==> src/rtl/memory_stage_if.sv <==
// Shared instruction descriptor types and the data-memory bus interface used by
// the memory stage (master) and the data memory (slave).
package memory_stage_pkg;

   typedef enum logic [1:0] {
      MEM_OP_NONE = 2'd0,
      MEM_OP_LW   = 2'd1,
      MEM_OP_SW   = 2'd2,
      MEM_OP_RSVD = 2'd3
   } mem_op_e;

   typedef struct packed {
      logic [4:0] rd;
      logic       reg_we;
      mem_op_e    mem_op;
   } f_dec_t;

   typedef struct packed {
      logic [31:0] pc;
      f_dec_t      f_dec;
   } instr_structure;

endpackage

interface memory_stage_if;
   logic        dmem_req;
   logic        dmem_we;
   logic [31:0] dmem_addr;
   logic [31:0] dmem_wdata;
   logic [31:0] dmem_rdata;
   logic        dmem_ack;

   modport master (
      output dmem_req, dmem_we, dmem_addr, dmem_wdata,
      input  dmem_rdata, dmem_ack
   );

   modport slave (
      input  dmem_req, dmem_we, dmem_addr, dmem_wdata,
      output dmem_rdata, dmem_ack
   );
endinterface

==> src/rtl/memory_stage.sv <==
// Pipeline memory stage: passes ALU results through in one cycle and runs LW/SW
// accesses on the data-memory bus with misalignment and ack-timeout detection.
module memory_stage
   import memory_stage_pkg::*;
#(
   parameter int ACK_TIMEOUT = 16,
   parameter int CNT_W       = 5
) (
   input  logic                  clk,
   input  logic                  rst_n,
   input  logic                  done_in,
   input  instr_structure        ex_iCont,
   input  logic [31:0]           ex_result,
   input  logic [31:0]           ex_storeData,
   output logic                  stall_out,
   memory_stage_if.master        dmem,
   output logic [31:0]           lData,
   output logic [31:0]           result_fromALU,
   output instr_structure        wb_iCont,
   output logic                  done_out,
   output logic                  misalign_err,
   output logic                  bus_err
);

   typedef enum logic {IDLE, ACCESS} state_e;

   localparam logic [CNT_W-1:0] CNT_LAST = CNT_W'(ACK_TIMEOUT - 1);

   state_e           state_q, state_d;
   logic [CNT_W-1:0] cnt_q, cnt_d;
   logic [31:0]      addr_q, addr_d;
   logic [31:0]      wdata_q, wdata_d;
   logic             we_q, we_d;
   logic [31:0]      lData_q, lData_d;
   logic [31:0]      result_q, result_d;
   instr_structure   pend_q, pend_d;
   instr_structure   wb_q, wb_d;
   logic             done_q, done_d;
   logic             mis_q, mis_d;
   logic             berr_q, berr_d;
   logic             isMem;

   assign isMem = (ex_iCont.f_dec.mem_op == MEM_OP_LW) || (ex_iCont.f_dec.mem_op == MEM_OP_SW);

   always_ff @(posedge clk or negedge rst_n) begin
      if (!rst_n) begin
         state_q  <= IDLE;
         cnt_q    <= '0;
         addr_q   <= '0;
         wdata_q  <= '0;
         we_q     <= 1'b0;
         lData_q  <= '0;
         result_q <= '0;
         pend_q   <= '0;
         wb_q     <= '0;
         done_q   <= 1'b0;
         mis_q    <= 1'b0;
         berr_q   <= 1'b0;
      end else begin
         state_q  <= state_d;
         cnt_q    <= cnt_d;
         addr_q   <= addr_d;
         wdata_q  <= wdata_d;
         we_q     <= we_d;
         lData_q  <= lData_d;
         result_q <= result_d;
         pend_q   <= pend_d;
         wb_q     <= wb_d;
         done_q   <= done_d;
         mis_q    <= mis_d;
         berr_q   <= berr_d;
      end
   end

   // A memory instruction is parked in pend_q and only reaches the writeback
   // outputs on ack, so those outputs change exactly when done_out pulses.
   always_comb begin
      state_d  = state_q;
      cnt_d    = cnt_q;
      addr_d   = addr_q;
      wdata_d  = wdata_q;
      we_d     = we_q;
      lData_d  = lData_q;
      result_d = result_q;
      pend_d   = pend_q;
      wb_d     = wb_q;
      done_d   = 1'b0;
      mis_d    = 1'b0;
      berr_d   = 1'b0;
      case (state_q)
         IDLE: begin
            if (done_in) begin
               if (!isMem) begin
                  wb_d     = ex_iCont;
                  result_d = ex_result;
                  done_d   = 1'b1;
               end else if (ex_result[1:0] != 2'b00) begin
                  mis_d = 1'b1;
               end else begin
                  pend_d  = ex_iCont;
                  addr_d  = ex_result;
                  we_d    = (ex_iCont.f_dec.mem_op == MEM_OP_SW);
                  wdata_d = ex_storeData;
                  cnt_d   = '0;
                  state_d = ACCESS;
               end
            end
         end
         ACCESS: begin
            // Ack wins over the timeout when both land in the last cycle.
            if (dmem.dmem_ack) begin
               state_d  = IDLE;
               done_d   = 1'b1;
               wb_d     = pend_q;
               result_d = addr_q;
               if (!we_q) begin
                  lData_d = dmem.dmem_rdata;
               end
            end else if (cnt_q == CNT_LAST) begin
               state_d = IDLE;
               berr_d  = 1'b1;
            end else begin
               cnt_d = cnt_q + 1'b1;
            end
         end
         default: state_d = IDLE;
      endcase
   end

   assign stall_out       = (state_q == ACCESS);
   assign dmem.dmem_req   = (state_q == ACCESS);
   assign dmem.dmem_we    = we_q;
   assign dmem.dmem_addr  = addr_q;
   assign dmem.dmem_wdata = wdata_q;
   assign lData           = lData_q;
   assign result_fromALU  = result_q;
   assign wb_iCont        = wb_q;
   assign done_out        = done_q;
   assign misalign_err    = mis_q;
   assign bus_err         = berr_q;

endmodule

==> src/flat_wrapper.sv <==
// flat-port wrapper written by rule: the top's interface ports become plain ports
module memory_stage_flat import memory_stage_pkg::*;
#(
   parameter int ACK_TIMEOUT = 16,
   parameter int CNT_W       = 5
)
  (clk, rst_n, done_in, ex_iCont, ex_result, ex_storeData, stall_out, lData, result_fromALU, wb_iCont, done_out, misalign_err, bus_err, dmem_dmem_req, dmem_dmem_we, dmem_dmem_addr, dmem_dmem_wdata, dmem_dmem_rdata, dmem_dmem_ack);
  memory_stage_if dmem_i ();
  input  logic clk;
  input  logic rst_n;
  input  logic done_in;
  input  instr_structure ex_iCont;
  input  logic [31:0] ex_result;
  input  logic [31:0] ex_storeData;
  output logic stall_out;
  output logic [31:0] lData;
  output logic [31:0] result_fromALU;
  output instr_structure wb_iCont;
  output logic done_out;
  output logic misalign_err;
  output logic bus_err;
  output wire logic [$bits(dmem_i.dmem_req)-1:0] dmem_dmem_req;
  output wire logic [$bits(dmem_i.dmem_we)-1:0] dmem_dmem_we;
  output wire logic [$bits(dmem_i.dmem_addr)-1:0] dmem_dmem_addr;
  output wire logic [$bits(dmem_i.dmem_wdata)-1:0] dmem_dmem_wdata;
  input wire logic [$bits(dmem_i.dmem_rdata)-1:0] dmem_dmem_rdata;
  input wire logic [$bits(dmem_i.dmem_ack)-1:0] dmem_dmem_ack;
  assign dmem_dmem_req = dmem_i.dmem_req;
  assign dmem_dmem_we = dmem_i.dmem_we;
  assign dmem_dmem_addr = dmem_i.dmem_addr;
  assign dmem_dmem_wdata = dmem_i.dmem_wdata;
  assign dmem_i.dmem_rdata = dmem_dmem_rdata;
  assign dmem_i.dmem_ack = dmem_dmem_ack;
  memory_stage #(.ACK_TIMEOUT(ACK_TIMEOUT), .CNT_W(CNT_W)) u_core (.clk(clk), .rst_n(rst_n), .done_in(done_in), .ex_iCont(ex_iCont), .ex_result(ex_result), .ex_storeData(ex_storeData), .stall_out(stall_out), .dmem(dmem_i), .lData(lData), .result_fromALU(result_fromALU), .wb_iCont(wb_iCont), .done_out(done_out), .misalign_err(misalign_err), .bus_err(bus_err));
endmodule
==> config.mk <==
export PLATFORM = sky130hd
export DESIGN_NAME = memory_stage_flat
export DESIGN_NICKNAME = d
export VERILOG_FILES = /design/src/rtl/memory_stage_if.sv /design/src/rtl/memory_stage.sv /design/src/flat_wrapper.sv
export SDC_FILE = /design/constraint.sdc
export NUM_CORES = 1
export LEC_CHECK = 0
export BUFFER_PORTS_ARGS = -buffer_cell sky130_fd_sc_hd__buf_2
export CAP_MARGIN = 25
export CORE_AREA = 2 2 144 146
export CTS_BUF_LIST = sky130_fd_sc_hd__clkbuf_8
export CTS_CLUSTER_DIAMETER = 30
export DETAILED_ROUTE_END_ITERATION = 8
export DIE_AREA = 0 0 146 148
export GPL_TIMING_DRIVEN = 0
export PLACE_DENSITY = 0.8
export SKIP_LAST_GASP = 1
export SYNTH_ARGS = -nofsm -noshare
export SYNTH_HDL_FRONTEND = slang
export SYNTH_SLANG_ARGS = --single-unit
==> constraint.sdc <==
create_clock -name clk -period 2.1 [get_ports clk]
set_input_delay 0.105 -clock clk [delete_from_list [all_inputs] [get_ports clk]]
set_output_delay 0.105 -clock clk [all_outputs]
set_load 0.03 [all_outputs]
* Word-level counts from Yosys, hierarchy flattened
Index checks and enable logic that the tools add are counted.
Storage, ports and cells: flip-flop bits (word level) 218, latch bits 0, bits in writable memories 0, bits in read-only memories 0, output and inout port bits 174, logic and storage cells 69, memories 0
Cells by class: add/subtract/negate cells 1, $mul 0, divide/modulo/power cells 0, $lt $le $gt $ge 0, equal/unequal tests 10, shift-type cells 0, multiplexer cells 31, bitwise operators 3, reduce and logical (&&, ||, !) cells 6
Operators with widths (count):
- $mux W40 | 3
- $mux W32 | 3
- $pmux W40 S2 | 1
- $pmux W32 S2 | 1
- $mux W5 | 5
- $mux W1 | 15
- $ne A2 B2 Y1 const B | 6
- $pmux W5 S2 | 1
- $reduce_and A3 Y1 | 2
- $add A5 B1 Y5 const B | 1
- $eq A5 B4 Y1 const B | 1
- $reduce_and A5 Y1 | 1
- $pmux W1 S2 | 2
- $reduce_and A4 Y1 | 1
- $not A1 Y1 | 3
- $eq A2 B1 Y1 const B | 1
- $eq A2 B2 Y1 const B | 1
- $ne A2 B1 Y1 const B | 1
- $reduce_bool A2 Y1 | 1
- $logic_or A1 B1 Y1 | 1

* Logic depth before layout (Yosys ltp)
depth in word-level cells 5, gate-level depth with buffers 7, depth with buffers taken out 6

* Worst setup path after synthesis
No wires, ideal clock.
path kind register to register, start point reg u_core.state_q (netlist: u_core.dmem.dmem_req), end point reg u_core.wdata_q[14] (netlist: u_core.dmem.dmem_wdata[14]), arrival 2.027 ns, required time 1.975 ns, path slack -0.052 ns, cell stages (with the launch flop) 7, path buffers 3, period minus slack after synthesis 2.152 ns, path through dfrtp_1 buf_2 or3b_4 nor3_1 buf_2 buf_2 mux2_2
On the way: word-level cells in the longest chain between the ends 2
Ends and longest elaborated chain:
- start, declared | RTL line memory_stage.sv:29 | state_e state_q, state_d;
- start signal, assigned | RTL line memory_stage.sv:60 | state_q <= state_d;
- $not A1 Y1 (no line)
- $reduce_and A4 Y1 (no line)
- end signal, assigned | RTL line memory_stage.sv:63 | wdata_q <= wdata_d;
- end, declared | RTL line memory_stage.sv:32 | logic [31:0] wdata_q, wdata_d;
Every way passes these cells. A chain may end at the register's enable or synchronous reset.

* Worst setup path after layout
start point in ex_iCont[1] (netlist bit), end point reg u_core.pend_q[6] (netlist bit)
On the way: word-level cells in the longest chain between the ends 3, elaborated cells on any way between the ends 4, classes of those cells 2 x eq/ne; 2 x reduce/logical
Ends and longest elaborated chain:
- start, declared | RTL line flat_wrapper.sv:12 | input instr_structure ex_iCont;
- $eq A2 B1 Y1 / $eq A2 B2 Y1 (equally long branches) | RTL line memory_stage.sv:43 | assign isMem = (ex_iCont.f_dec.mem_op == MEM_OP_LW) || (ex_iCont.f_dec.mem_op == MEM_OP_SW);
- $logic_or A1 B1 Y1 * | RTL line memory_stage.sv:43
- $reduce_and A4 Y1 (no line) *
- end signal, assigned | RTL line memory_stage.sv:67 | pend_q <= pend_d;
- end, declared | RTL line memory_stage.sv:36 | instr_structure pend_q, pend_d;
Every way passes the cells marked *; elsewhere a longest branch is shown, timed or not.

==> metrics.cfg <==
[power]
power_density_nw_per_um2 = 1180
max-vdd-ir-drop_v = 0.000683
power_leakage_nw = 6.77

[placement]
globalplace.congestion = 0.790
port_buffers = 313
pre_cts_slack_ns = -0.476
dpl.hpwl_um = 15500
place_area_um2 = 11200

[timing]
setup_viol = 0
finClkSkew_ns = 0.0210
max_slew_margin_pct = 42.8
fin_crit_sh_pct = 99.5
fin_crit_ns = 2.09
report.final.slew_viol_count = 0
hold_violations = 0
hold_ws_ns = 0.0676
grt_setup_unrepaired = true
worstMarginPinSlew_ns = 0.858
fmax_mhz = 479
fin_tns_setup_ns = 0
setup_slack_ns = 0.0113

[logic_synthesis]
synth.distinct_cells = 28
synthesis.area_um2 = 9270
synth_top_area_cell = dfrtp_1
ys_ff_latch = 218
synth_nets = 709
synth_top_area_share_pct = 58.8
synth.avg_cell_area_um2 = 16.4
synth_seq_area_share_pct = 58.8
synth_warnings = 0
netlist_instances = 566
synth.area.top_cells = dfrtp_1 59%, mux2_2 26%, mux2_4 11%

[die]
die_area_um2 = 21600
die_y_um = 148
rows = 52
start_util_pct = 46.3
num_io_pins = 314
dieWidth_um = 146
core-area_um2 = 20000

[clock_network]
path_clk_slew_ns = 0.05
htree_num_levels = 2
cts_made_buffers = 48
clockRootBuffer = clkbuf_8
cts_buffer_depth = 3
clkLatencyLatePin_ns = 0.53
clock_sink_count = 218
cts_tree = yes

[setup_path]
reg2reg_depth = 4
criticalPathCategory = in2reg
slowest_stage = dlygate4sd3_1
arrival_ns = 2.49
r2r_setup_slack_ns = 0.10
slowest_delay_ns = 0.54
start_kind = input pin
r2r_start = u_core.dmem.dmem_req
crit_path_cell_trace = dlygate4sd3_1 > buf_2 > ha_1 > or3b_4 > or3_4 > buf_6 > mux2_4
path_max_fanout = 10
critical_path_buf_inv_count = 3
worstReg2RegEnd = u_core.pend_q[6]
critPathTopFamily = buffers and inverters
crit_required_ns = 2.50
worstSetupEndpointType = flip-flop

[layout]
design_area_um2 = 13600
drive_gt1_share_pct = 63.5
layout.nets = 1211
n_fill_cell = 1380
final_core_util_pct = 68.0
syn_to_final_growth_pct = 46.9

[run_status]
status = complete, no violations

[route]
drtIter0Drc = 142
routed_wl_um = 25200
via_per_inst = 4.92
antenna_left = 0
vias = 6755
post_drt_wl_per_cell_um = 18.3
drtPass1Iterations = 4
drc = 0

[min_path]
hold_path.class = in2reg
min_to = u_core.wb_iCont[0]
whs_path_depth = 4
worstHoldStart = ex_iCont[0]

[grt]
met3_usage_pct = 5.68
grt_util_met2_pct = 41.0
grt_max_degree = 111
grt_pass1_wl_um = 39400
grt_usage_pct = 22.9
grtUsageMet1_pct = 26.1
grt.overflow.total = 0
grt.busiest_layer = met2
antenna_found_initial = 0
grt_pass1_vias = 7368

[flow_run]
drv_cap = 0

sequential cells by signal, indices dropped and copies added, names as in the netlist:
signal / count
u_core.misalign_err: 1
u_core.dmem.dmem_req: 1
u_core.cnt_q: 5
u_core.dmem.dmem_wdata: 32
u_core.pend_q: 40
u_core.dmem.dmem_addr: 32
u_core.lData: 32
u_core.dmem.dmem_we: 1
u_core.bus_err: 1
u_core.done_out: 1
u_core.wb_iCont: 40
u_core.result_fromALU: 32
area by class of cell:
type | instances | area, um^2 | area share, %
clock buffer | 55 | 757 | 5.56
timing repair buffer | 455 | 3010 | 22.1
inverter | 4 | 15.0 | 0.110
multi-input combinational | 311 | 3630 | 26.6
antenna | 1 | 2.50 | 0.0184
tap | 270 | 338 | 2.48
sequential | 218 | 5460 | 40.1
clock inverter | 30 | 201 | 1.48
buffer | 30 | 211 | 1.55
synth_stat cells:
master    instances
xor2_1            1
inv_1             4
o311ai_0          1
or3b_4            1
nor3b_1           1
nor3_1            1
nand2_1           6
or3_1             1
or3b_2            1
and3b_1           2
buf_4             1
mux2_4           66
nand3_1           1
clkbuf_1         11
and2_1            2
a311o_1           1
o21ai_0           2
buf_6             8
buf_1             1
nor2_1            3
dfrtp_1         218
a21oi_1           1
nand3b_1          1
mux2_2          212
and3_1            1
ha_1              3
buf_2            12
o22ai_1           3
power by group:
part	internal [mW]	switching (mW)	total [mW]	leakage (nW)
clock network	2.65	1.92	4.57	0.538
logic	2.20	3.21	5.41	3.61
registers	5.40	0.691	6.09	2.62
worst reg2reg max path, cell delays in order (launching register included):
cell and delay [ns]:
dfrtp_2 0.49, or3b_4 0.44, or3_4 0.44, buf_6 0.21, mux2_4 0.30
per-stage QoR:
| step | instances | power [mW] |
|---|---|---|
| after floorplan | 566 | 9.55 |
| after global placement | 1149 | 11.1 |
| after detailed placement | 1150 | 11.2 |
| after CTS | 1373 | 16.1 |
| after global routing | 1373 | 16.8 |
| final | 1374 | 16.1 |
repair_timing:
| action | 4_1_cts | 5_1_grt |
|---|---|---|
| hold buffers | 140 | 0 |
| endpoints found under the hold margin | 317 | 0 |
| resized for setup | 16 | 2 |
| pin swaps | 0 | 1 |
| endpoints found under the setup margin | 197 | 129 |
| buffers inserted | 0 | 1 |
worst max path at each step:
stage                         start                        end  slack (ns)  depth (start not counted)
2_1_floorplan  u_core.dmem.dmem_req  u_core.dmem.dmem_addr[10]        0.03                          6
3_3_place_gp                  rst_n       u_core.dmem.dmem_req       -3.25                          1
3_5_place_dp   u_core.dmem.dmem_req   u_core.result_fromALU[4]       -0.48                          5
4_1_cts                 ex_iCont[1]   u_core.result_fromALU[6]        0.03                          7
5_1_grt                 ex_iCont[1]            u_core.cnt_q[2]       -0.01                          7
6_report                ex_iCont[1]           u_core.pend_q[6]        0.01                          7
cells in the final DEF, fill, tap and decap left out, drive strengths merged:
| master | instances |
|---|---|
| xor2 | 1 |
| nor3b | 1 |
| dfrtp | 218 |
| and3 | 1 |
| bufinv | 2 |
| ha | 3 |
| or3b | 2 |
| diode | 1 |
| buf | 335 |
| clkbuf | 65 |
| nand2 | 6 |
| o311ai | 1 |
| clkinvlp | 3 |
| inv | 15 |
| o21ai | 2 |
| o22ai | 3 |
| and3b | 2 |
| dlygate4sd3 | 140 |
| and2 | 2 |
| clkinv | 14 |
| nor3 | 1 |
| a311o | 1 |
| nor2 | 3 |
| or3 | 1 |
| a21oi | 1 |
| nand3b | 1 |
| nand3 | 1 |
| mux2 | 278 |
cell families (layout without fill, tap and decap cells):
kind of cell	Yosys count	after routing	synth area share (%)
AOI/OAI and AO/OA	8	8	0.567
xor gates and xnor gates	1	1	0.0945
adders and majority gates	3	3	0.405
buffers and inverters	37	574	2.35
DFF	218	218	58.8
muxes	278	278	36.4
other	0	1	0
and+or+nand+nor	21	21	1.31
layer usage:
metal	share of wire [%]	vias up	wire [um]
met5	0	-	0
met4	3.4	0	844
met3	5.9	73	1500
met2	53	259	13300
met1	38	3384	9580
li1	-	3039	-
Power figures use the tool's default switching activity.
